## config.mk

```make
export PLATFORM = sky130hd
export DESIGN_NAME = iter_div
export DESIGN_NICKNAME = d
export VERILOG_FILES = /design/src/rtl/iter_div.sv
export SDC_FILE = /design/constraint.sdc
export NUM_CORES = 1
export LEC_CHECK = 0
export BUFFER_PORTS_ARGS = -buffer_cell sky130_fd_sc_hd__buf_2
export CORE_UTILIZATION = 25
export CTS_CLUSTER_DIAMETER = 100
export CTS_CLUSTER_SIZE = 14
export DETAILED_ROUTE_END_ITERATION = 6
export GPL_ROUTABILITY_DRIVEN = 1
export PLACE_DENSITY = 0.44
export SLEW_MARGIN = 15
export SYNTH_ARGS = -nofsm -noshare
export SYNTH_HDL_FRONTEND = slang
export SYNTH_SLANG_ARGS = --single-unit
```

## constraint.sdc

```tcl
create_clock -name clk -period 9.7 [get_ports clk]
set_input_delay 0 -clock clk [delete_from_list [all_inputs] [get_ports clk]]
set_output_delay 0 -clock clk [all_outputs]
set_load 0.02 [all_outputs]
```

## src/rtl/iter_div.sv

```systemverilog
// Multi-cycle restoring divider: one quotient bit per clock, unsigned or signed per operation.
// Signed operands are divided as magnitudes and the signs are fixed up on the last step.
module iter_div #(
    parameter int unsigned WIDTH = 8
) (
    input  logic             clk,
    input  logic             rst,
    input  logic             in_valid,
    output logic             in_ready,
    input  logic             signed_mode,
    input  logic [WIDTH-1:0] operandA,
    input  logic [WIDTH-1:0] operandB,
    output logic             out_valid,
    input  logic             out_ready,
    output logic [WIDTH-1:0] out_div,
    output logic [WIDTH-1:0] out_rem,
    output logic             div_by_zero
);

    localparam int unsigned CW = (WIDTH > 1) ? $clog2(WIDTH) : 1;

    typedef enum logic [1:0] {StIdle, StCalc, StDone} state_e;

    state_e          state_q, state_d;
    logic [CW-1:0]   cnt_q;
    logic [WIDTH-1:0] dvd_q, dvs_q, rem_q, quo_q;
    logic            quo_neg_q, rem_neg_q;

    logic             a_neg, b_neg, last_step, q_bit;
    logic [WIDTH-1:0] a_mag, b_mag;
    logic [WIDTH:0]   rem_shift, trial;
    logic [WIDTH-1:0] rem_next, quo_next, quo_fix, rem_fix;

    always_comb begin
        a_neg = signed_mode & operandA[WIDTH-1];
        b_neg = signed_mode & operandB[WIDTH-1];
        // -x of the most negative value wraps to itself, which is its correct unsigned magnitude
        a_mag = a_neg ? -operandA : operandA;
        b_mag = b_neg ? -operandB : operandB;

        rem_shift = {rem_q, dvd_q[WIDTH-1]};
        trial     = rem_shift - {1'b0, dvs_q};
        q_bit     = ~trial[WIDTH];
        rem_next  = q_bit ? trial[WIDTH-1:0] : rem_shift[WIDTH-1:0];
        quo_next  = {quo_q[WIDTH-2:0], q_bit};
        quo_fix   = quo_neg_q ? -quo_next : quo_next;
        rem_fix   = rem_neg_q ? -rem_next : rem_next;

        last_step = (cnt_q == CW'(WIDTH - 1));
    end

    always_comb begin
        state_d = state_q;
        unique case (state_q)
            StIdle: begin
                if (in_valid) begin
                    state_d = (operandB == '0) ? StDone : StCalc;
                end
            end
            StCalc: begin
                if (last_step) begin
                    state_d = StDone;
                end
            end
            StDone: begin
                if (out_ready) begin
                    state_d = StIdle;
                end
            end
            default: state_d = StIdle;
        endcase
    end

    assign in_ready  = (state_q == StIdle);
    assign out_valid = (state_q == StDone);

    always_ff @(posedge clk or posedge rst) begin
        if (rst) begin
            state_q <= StIdle;
        end else begin
            state_q <= state_d;
        end
    end

    always_ff @(posedge clk or posedge rst) begin
        if (rst) begin
            cnt_q       <= '0;
            dvd_q       <= '0;
            dvs_q       <= '0;
            rem_q       <= '0;
            quo_q       <= '0;
            quo_neg_q   <= 1'b0;
            rem_neg_q   <= 1'b0;
            out_div     <= '0;
            out_rem     <= '0;
            div_by_zero <= 1'b0;
        end else begin
            case (state_q)
                StIdle: begin
                    if (in_valid) begin
                        cnt_q     <= '0;
                        dvd_q     <= a_mag;
                        dvs_q     <= b_mag;
                        rem_q     <= '0;
                        quo_q     <= '0;
                        quo_neg_q <= a_neg ^ b_neg;
                        rem_neg_q <= a_neg;
                        if (operandB == '0) begin
                            out_div     <= '1;
                            out_rem     <= operandA;
                            div_by_zero <= 1'b1;
                        end
                    end
                end
                StCalc: begin
                    dvd_q <= dvd_q << 1;
                    rem_q <= rem_next;
                    quo_q <= quo_next;
                    if (last_step) begin
                        cnt_q       <= '0;
                        out_div     <= quo_fix;
                        out_rem     <= rem_fix;
                        div_by_zero <= 1'b0;
                    end else begin
                        cnt_q <= cnt_q + 1'b1;
                    end
                end
                default: ;
            endcase
        end
    end

endmodule

```

## Word level (Yosys, flattened, before mapping)

Index checks and enable logic that the tools add are counted.

- Add/sub/neg operators: 6
- Equal/unequal tests: 7
- Muxes and demuxes: 30
- Bitwise logic cells: 4
- Reductions and logical operators: 7

Operator list:

| kind | number |
|---|---|
| $mux 8 | 13 |
| $pmux 8 s2 | 4 |
| $neg 8->8 | 4 |
| $pmux 7 s2 | 1 |
| $sub 9x8->9 | 1 |
| $logic_not 8->1 | 1 |
| $mux 2 | 4 |
| $mux 3 | 2 |
| $pmux 2 s3 | 1 |
| $pmux 3 s2 | 1 |
| $ne 2x1->1 const B | 2 |
| $ne 2x2->1 const B | 2 |
| $reduce_and 2->1 | 2 |
| $reduce_and 4->1 | 1 |
| $add 3x1->3 const B | 1 |
| $eq 3x3->1 const B | 1 |
| $mux 1 | 3 |
| $reduce_and 3->1 | 1 |
| $and 1x1->1 | 2 |
| $eq 2x1->1 const B | 1 |
| $eq 2x2->1 const B | 1 |
| $logic_not 2->1 | 1 |
| $pmux 1 s2 | 1 |
| $reduce_bool 2->1 | 1 |
| other kinds (2) | 2 |

- Register bits after elaboration: 55
- Input port bits: 21
- Output and inout port bits: 19

## Depth between registers and ports, before layout

Gate-level depths: netlist of run 1.

- Depth in word-level cells: 6
- Depth in mapped cells: 17
- Gate-level depth less buffers: 15

## Worst setup path before layout of run 1

Ideal clock, no wire load.

- Path kind: register to register
- From: register dvd_q[7]
- To: register out_rem[6]
- Arrival: 2,965 ps
- Required time: 9,562 ps
- Slack: 6,596 ps
- Cell stages (with the launch flop): 17
- Path buffers: 2
- Cell sequence: dfrtp_1 -> inv_1 -> ha_1 -> inv_1 -> fa_1 -> a21o_2 -> nand4_1 -> a21oi_1 -> or3_1 -> buf_6 -> buf_6 -> a21oi_1 -> ha_1 -> inv_1 -> o31a_1 -> xor2_1 -> o221ai_2

- Word-level cells in the longest chain between the ends: 6

Ends and longest elaborated chain:

| element | line | source |
|---|---|---|
| start: declaration | 26 | `logic [WIDTH-1:0] dvd_q, dvs_q, rem_q, quo_q;` |
| start signal: assignment | 102 | `dvd_q <= a_mag;` |
| start signal: assignment | 116 | `dvd_q <= dvd_q << 1;` |
| $sub 9x8->9 | 42 | `trial = rem_shift - {1'b0, dvs_q};` |
| $mux 8 * | 44 | `rem_next = q_bit ? trial[WIDTH-1:0] : rem_shift[WIDTH-1:0];` |
| $neg 8->8 | 47 | `rem_fix = rem_neg_q ? -rem_next : rem_next;` |
| $mux 8 * | 47 |  |
| $mux 8 * | 119 | `if (last_step) begin` |
| $pmux 8 s2 * | 98 | `case (state_q)` |
| end signal: assignment | 110 | `out_rem <= operandA;` |
| end signal: assignment | 122 | `out_rem <= rem_fix;` |
| end: declaration | 16 | `output logic [WIDTH-1:0] out_rem,` |

Every way passes the cells marked *; elsewhere a longest branch is shown, timed or not. The select of a mux whose other input is x is not followed.
A chain may end at the register's enable or synchronous reset.

## Worst setup path after layout of run 1

Ends and elaborated chain as after synthesis.

==> results of run 1 <==
==> worst register-to-register path: cells and delay by family, from the launching register on <==
| family | cells | cell delay (ns) |
|---|---|---|
| AO/OA/AOI/OAI | 5 | 1.00 |
| XOR/XNOR | 1 | 0.17 |
| adder cells (fa/ha/maj) | 3 | 0.75 |
| buffers and inverters | 4 | 0.43 |
| flip-flops | 1 | 0.42 |
| AND/OR/NAND/NOR | 2 | 0.47 |
==> synthesized netlist by cell type, types with 4 or more instances <==
| cell type | instances | area [µm²] |
|---|---|---|
| nor3b_1 | 4 | 30.03 |
| xnor2_1 | 17 | 148.9 |
| nor3_1 | 9 | 45.04 |
| nand2_1 | 47 | 176.4 |
| nand2b_1 | 4 | 25.02 |
| inv_1 | 23 | 86.33 |
| ha_1 | 14 | 175.2 |
| a21oi_1 | 22 | 110.1 |
| nand3_1 | 21 | 105.1 |
| o21ai_0 | 45 | 225.2 |
| dfrtp_1 | 55 | 1376 |
| o22ai_1 | 4 | 25.02 |
| nor2_1 | 33 | 123.9 |
| or3_1 | 5 | 31.28 |
| o31ai_1 | 7 | 52.55 |
| xor2_1 | 8 | 70.07 |
| mux2i_1 | 11 | 110.1 |
| clkbuf_1 | 14 | 52.55 |
| o22a_1 | 7 | 61.31 |
==> layer usage <==
metal  vias to the layer above  part of all wire [%]  wire, µm
met2                        46                    46      4159
met3                         6                   2.2       198
met4                         0                  0.63        57
met5                         -                     0         0
li1                       1441                     -         -
met1                      1373                    51      4567
==> layout by cell type, fill, tap and decap left out, types with 2 or more instances in the layout <==
cell type and n:
nand3_1 21, xor2_1 8, a21o_1 3, o31ai_1 7, and3_1 3, o22a_1 7
a31oi_1 2, a22oi_1 3, buf_4 7, nor2b_1 3, mux2i_1 11, nor3_1 9
o21ai_0 45, nor2_1 33, nor3b_1 4, ha_1 14, buf_2 39, inv_1 22
nand4_1 2, clkbuf_16 5, xnor2_1 17, dlygate4sd3_1 2, a311oi_1 2, dfrtp_1 55
a21oi_1 22, nand2b_1 4, nand2_1 47, or3_1 5, o22ai_1 4
==> layout make-up <==
type | count | area, µm² | share of cell area (%)
multi-input combinational | 293 | 1826 | 46.46
clock inverter | 3 | 27.53 | 0.7006
tap | 176 | 220.2 | 5.605
clock buffer | 5 | 125.1 | 3.185
timing repair buffer | 48 | 267.8 | 6.815
sequential | 55 | 1376 | 35.03
inverter | 23 | 86.33 | 2.197
==> worst min-delay path by stage <==
stage,startpoint,to,slack [ns],cells past startpoint
5_1_grt,operandB[0],dvs_q[0],0.02,3
6_report,operandA[7],dvd_q[7],0.007,3
4_1_cts,operandA[7],dvd_q[7],0.002,3
2_1_floorplan,operandA[7],dvd_q[7],0.13,2
3_5_place_dp,rst,out_rem[7],0.26,3
3_3_place_gp,rst,quo_q[1],0.26,3
==> metrics by stage <==
step / setup WS [ns] / total power, mW / hold WS (ns) / utilization (%)
after floorplan: 6.596 / 1.199 / 0.1288 / -
after global placement: 6.435 / 1.396 / 0.2631 / 28.36
after detailed placement: 6.355 / 1.414 / 0.2601 / 28.36
after CTS: 6.339 / 1.611 / 0.002238 / 29.67
after global routing: 6.087 / 1.763 / 0.01772 / 29.67
final: 6.332 / 1.598 / 0.006973 / 29.67
==> kinds of logic (layout without fill, tap and decap cells) <==
| family | count (synthesis) | in the layout | share of synthesized area [%] |
|---|---|---|---|
| adders and majority gates | 15 | 15 | 5.759 |
| DFF | 55 | 55 | 40.61 |
| xor gates and xnor gates | 25 | 25 | 6.460 |
| buffers and inverters | 43 | 79 | 5.537 |
| and+or+nand+nor | 133 | 133 | 17.72 |
| AOI/OAI and AO/OA | 106 | 106 | 19.23 |
| muxes | 14 | 14 | 4.688 |
==> power breakdown <==
part	total [mW]	switching [mW]	internal [mW]
clock	0.192	0.0938	0.0984
sequential	0.426	0.0923	0.334
combinational	0.979	0.580	0.400
total	1.60	0.766	0.832
==> flip-flops by register name, indices dropped and copies added, names as in the netlist <==
| signal | count |
|---|---|
| out_div | 8 |
| out_rem | 8 |
| cnt_q | 3 |
| quo_neg_q | 1 |
| state_q | 2 |
| div_by_zero | 1 |
| dvd_q | 8 |
| rem_q | 8 |
| dvs_q | 8 |
| quo_q | 7 |
| rem_neg_q | 1 |
==> reports/qor.txt, run 1 <==
DR vias -> 2,866
Critical path cell sequence -> inv_1 -> ha_1 -> inv_1 -> fa_1 -> a21o_2 -> nand4_1 -> a21oi_1 -> or3_1 -> buf_4 -> a21oi_1 -> ha_1 -> inv_1 -> o31a_1 -> xor2_1 -> o221ai_2
ANT cells -> 0
Register area share after synthesis -> 40.61%
Io pins -> 40
Cells after Synth -> 391
GR Layer Usage met1 -> 18.81%
Crit end category -> flop
Failing checks -> design-rule violations
Die area -> 0.01403 mm²
CP Data Required Time -> 9.87 ns
Die width -> 118.4 µm
Max-Cap Viols -> 0
Root Driver -> clkbuf_16
CP Capture Point -> out_rem[6]
Pwr dens -> 406.7 mW/mm²
Cell Count, Final, Fillers Out -> 603
Crit Path Class -> flop to flop
Nets@finish -> 462
Total congestion overflow -> 0
Clock Sink Count -> 55
Total routed wirelength -> 8.981 mm
Fill count -> 1,430
Vias in the first global route -> 2,854
Global Route met2 Usage -> 22.06%
GRT Total Usage -> 13.60%
DR pass1 iterations -> 7
Worst r2r src -> dvd_q[7]
Setup TNS -> 0 ns
R2R Setup Slk -> 6.33 ns
CTS tree -> yes
CP max stage cell -> dfrtp_1
CTS Hold Buffers Added -> 2
Mean Syn Cell Area -> 8.669 µm²
Setup crit start -> dvd_q[7]
Worst-path maximum fanout -> 25
First-pass GRT wire length -> 15.12 mm
Delay of the slowest critical-path stage -> 0.42 ns
Dpl cells -> 593
Area Growth Syn to Fin -> 15.91%
Normalized max-slew margin -> 50.32%
Buf/Inv on CP -> 4
Leak pwr -> 1.754 nW
Startpoint Class -> flop
Final setup vio count -> 0
Clock Skew -> 0.007711 ns
Worst-skew pair later-pin latency -> 0.30 ns
Reg2reg end -> out_rem[6]
GP Congestion -> 0.7495
PortBufs -> 39
Endpoints failing hold -> 0
DP Wirelength -> 6.408 mm
Peak VDD IR -> 0.0001599 V
Routed len/inst -> 14.89 µm
Num CTS Buffers -> 5
RSZ-0062 raised after global routing -> false
GR peak layer -> met2
Initial Util -> 25.60%
Largest net degree at the start of global routing -> 56
Vias/cell -> 4.753
Met3 global-route usage -> 2.220%
Final Cycle Share -> 34.72%
Crit path DAT -> 3.54 ns
CP Depth -> 15
Site Rows -> 42
Synthesis warning total -> 0
Postcts setup bufs -> 0
Post-CTS resize count -> 0
Maximum clock rate -> 296.9 MHz
Clock-pin slew on the worst setup and hold paths -> 0.08 ns
Worst R2R Path Depth -> 15
Main synth FF type -> dfrtp_1
Initial antenna violation count -> 0
Post-route ant nets -> 0
Core region area -> 0.01324 mm²
#FFs+latches synth -> 55
Net Count, Synth -> 427
Post-Syn Area -> 0.003390 mm²
Share of layout cells above drive strength 1 -> 14.29%
Final instance area -> 0.003929 mm²
Netlist cell types -> 45
CTS HTree Levels -> 2
DRC viols -> 2
Slew Limit Fails -> 0
Top delay family on crit path -> compound AO/OA/AOI/OAI gates
Outcome -> finished, violations left
Die Y -> 118.4 µm
Period minus WS final -> 3.368 ns
Top cell by count, worst path -> inv_1
1st-iter DRT viols -> 144
Ys async rst share -> 100.0%
Post-synth EDFFs -> 0
Maximum root-to-sink buffer count -> 2
Worst hold path class -> input pin to flop
Tightest Pin Transition -> 0.7336 ns
Placed cell area -> 0.003756 mm²
Note: power is estimated with default switching activity, not from simulation.
==> inputs of run 2 (changes only) <==
ABC_AREA = 1   (was default)
PLACE_DENSITY = 0.45   (was 0.44)
clock period = 2.7 ns   (was 9.7 ns; I/O delays follow)
==> reports/qor.txt, run 2 <==
Outcome -> complete, no violations (was finished, violations left)
Critical path cell sequence -> inv_2 -> ha_4 -> inv_2 -> fa_2 -> nand2_2 -> nand2_2 -> nand3_4 -> nand2_4 -> nand2_4 -> nand2_8 -> nand2_2 -> nand2_2 -> ha_4 -> and2_1 -> nand2_1 -> nand2_2 -> nor3_2 -> o21ai_1 (was inv_1 -> ha_1 -> inv_1 -> fa_1 -> a21o_2 -> nand4_1 -> a21oi_1 -> or3_1 -> buf_4 -> a21oi_1 -> ha_1 -> inv_1 -> o31a_1 -> xor2_1 -> o221ai_2)
Hold Crit Start -> operandB[7] (was operandA[7])
Tightest Pin Transition -> 1.153 ns (was 0.7336 ns)
PortBufs -> 39 (unchanged)
Most frequent cells in the layout -> nand2_1 (94), inv_1 (57), dfrtp_1 (55), buf_2 (39), nor2_1 (34) (was dfrtp_1 (55), nand2_1 (47), o21ai_0 (45), buf_2 (39), nor2_1 (33))
Worst-path maximum fanout -> 8 (was 25)
Core region area -> 0.01330 mm² (was 0.01324 mm²)
Hold WS -> 0.01710 ns (was 0.006973 ns)
Clock Sink Count -> 55 (unchanged)
Max-Cap Viols -> 0 (unchanged)
Die area -> 0.01413 mm² (was 0.01403 mm²)
Io pins -> 40 (unchanged)
Final setup vio count -> 0 (unchanged)
ANT cells -> 0 (unchanged)
Clock Skew -> 0.007246 ns (was 0.007711 ns)
Vias in the first global route -> 3,000 (was 2,854)
Crit path DAT -> 2.75 ns (was 3.54 ns)
Die Y -> 118.9 µm (was 118.4 µm)
Maximum root-to-sink buffer count -> 2 (unchanged)
DR vias -> 3,050 (was 2,866)
Worst-skew pair later-pin latency -> 0.30 ns (about the same)
Synthesis warning total -> 0 (unchanged)
Maximum clock rate -> 389.8 MHz (was 296.9 MHz)
Delay of the slowest critical-path stage -> 0.39 ns (was 0.42 ns)
Netlist cell types -> 43 (was 45)
Slew Limit Fails -> 0 (unchanged)
Initial Util -> 25.69% (was 25.60%)
Crit end category -> flop (unchanged)
Die width -> 118.9 µm (was 118.4 µm)
Worst R2R Path Depth -> 18 (was 15)
CP Data Required Time -> 2.89 ns (was 9.87 ns)
First-pass GRT wire length -> 14.96 mm (was 15.12 mm)
Ys async rst share -> 100.0% (unchanged)
Ranking of synthesized cells by area -> dfrtp_1 (40%), nand2_1 (11%), inv_1 (6.6%), ha_1 (5.1%), o21ai_0 (4.2%) (was dfrtp_1 (41%), o21ai_0 (6.6%), nand2_1 (5.2%), ha_1 (5.2%), xnor2_1 (4.4%))
Post-synth top area cell -> dfrtp_1 (unchanged)
Post-Syn Area -> 0.003416 mm² (was 0.003390 mm²)
DR pass1 iterations -> 4 (was 7)
Nets@finish -> 524 (was 462)
1st-iter DRT viols -> 152 (was 144)
GP Congestion -> 0.8306 (was 0.7495)
Startpoint Class -> flop (unchanged)
Worst r2r src -> dvd_q[7] (unchanged)
Total congestion overflow -> 0 (unchanged)
Net Count, Synth -> 476 (was 427)
Endpoints failing hold -> 0 (unchanged)
Synth cell count leaders -> nand2_1 (101), inv_1 (60), dfrtp_1 (55) (was dfrtp_1 (55), nand2_1 (47), o21ai_0 (45))
Final instance area -> 0.004150 mm² (was 0.003929 mm²)
Normalized max-slew margin -> 22.82% (was 50.32%)
Final setup margin -> 0.1346 ns (was 6.332 ns)
Final Cycle Share -> 95.01% (was 34.72%)
Worst hold path class -> input pin to flop (unchanged)
CTS tree -> yes (unchanged)
Most common cell after layout, fill and taps aside -> nand2_1 (was dfrtp_1)
Register area share after synthesis -> 40.29% (was 40.61%)
Num CTS Buffers -> 5 (unchanged)
Count leader, synth -> nand2_1 (was dfrtp_1)
Final Core Density -> 31.22% (was 29.67%)
DRC viols -> 0 (was 2)
DP Wirelength -> 6.860 mm (was 6.408 mm)
Reg2reg end -> out_rem[4] (was out_rem[6])
Flip-flop and latch area -> 0.001376 mm² (unchanged)
Fill count -> 1,437 (was 1,430)
Pre-CTS WS -> 0.007004 ns (was 6.355 ns)
R2R Setup Slk -> 0.13 ns (was 6.33 ns)
Mean Syn Cell Area -> 7.763 µm² (was 8.669 µm²)
Post-route ant nets -> 0 (unchanged)
Largest net degree at the start of global routing -> 49 (was 56)
Area Growth Syn to Fin -> 21.50% (was 15.91%)
Vias/cell -> 4.586 (was 4.753)
Yosys top cell area share -> 40.29% (was 40.61%)
GRT Total Usage -> 13.35% (was 13.60%)
Top cell by count, worst path -> nand2_2 (was inv_1)
Root Driver -> clkbuf_16 (unchanged)
Share of layout cells above drive strength 1 -> 20.86% (was 14.29%)
Placed cell area -> 0.003845 mm² (was 0.003756 mm²)
Site Rows -> 42 (unchanged)
Cells after Synth -> 440 (was 391)
Hold Path Stages -> 3 (unchanged)
Crit Path Class -> flop to flop (unchanged)
Main synth FF type -> dfrtp_1 (unchanged)
#FFs+latches synth -> 55 (unchanged)
Area of the multi-input gates -> 0.001853 mm² (was 0.001826 mm²)
Hold worst-path end -> dvs_q[7] (was dvd_q[7])
Clock-pin slew on the worst setup and hold paths -> 0.08 ns (about the same)
Setup crit start -> dvd_q[7] (unchanged)
CP max stage cell -> dfrtp_1 (unchanged)
Total routed wirelength -> 9.157 mm (was 8.981 mm)
CTS HTree Levels -> 2 (unchanged)
Routed len/inst -> 13.77 µm (was 14.89 µm)
Initial antenna violation count -> 0 (unchanged)
Period minus WS final -> 2.565 ns (was 3.368 ns)
Post-synth EDFFs -> 0 (unchanged)
-- run 2: area by class of cell --
| cell class | instances | area share [%] |
|---|---|---|
| clock inverters | 3 | 0.5728 |
| repair buffers | 54 | 7.597 |
| well taps | 176 | 5.306 |
| clock buffers | 5 | 3.015 |
| flip-flops and latches | 55 | 33.16 |
| multi-input cells | 309 | 44.65 |
| inverters | 63 | 5.698 |
-- run 2: worst max path at each step --
| stage | to | slack [ns] |
|---|---|---|
| 4_1_cts | out_rem[4] | 0.02 |
| 6_report | out_rem[4] | 0.13 |
| 5_1_grt | out_div[6] | -0.02 |
| 3_5_place_dp | out_rem[4] | 0.007 |
| 2_1_floorplan | out_rem[4] | 0.25 |
| 3_3_place_gp | out_rem[6] | 0.02 |
-- run 2: per-stage QoR --
stage	setup TNS (ns)	std cells
4_1_cts	0	662
6_report	0	665
5_1_grt	-0.02565	665
3_3_place_gp	0	651
2_1_floorplan	0	440
3_5_place_dp	0	651
-- run 2: repair_timing --
item / 4_1_cts / 5_1_grt
setup endpoints to repair: 3 / 11
gates resized for setup: 1 / 22
pin swaps: 0 / 8
hold buffers: 3 / 0
buffers inserted: 0 / 3
endpoints found under the hold margin: 9 / 0
-- run 2: critical path: cells and delay by family (launching register included) --
kind / cells / cell delay, ns
AND/OR/NAND/NOR: 12 / 1.13
AO/OA/AOI/OAI: 1 / 0.08
adder cells (fa/ha/maj): 3 / 0.67
buffers and inverters: 2 / 0.16
flip-flops: 1 / 0.39
-- run 2: cells by family (layout without fill, tap and decap cells) --
kind of cell	after synthesis	in the layout	share of synthesized area (%)
compound gates	92	92	16.56
xor+xnor	10	10	2.564
buf+inv	76	125	8.498
flops	55	55	40.29
simple gates	192	192	26.37
fa+ha+maj	15	15	5.714
-- run 2: routing by layer --
layer | GRT usage [%] | vias to the layer above | part of all wire (%)
met5 | 0 | - | 0
met4 | 3.323 | 0 | 0.96
met3 | 1.820 | 7 | 2.9
met2 | 22.48 | 46 | 47
met1 | 18.00 | 1452 | 49
li1 | - | 1545 | -
Power of run 2 is left out: the tool's default activity adds up to more than one toggle a clock period on the data nets, which glitch-free logic cannot reach.
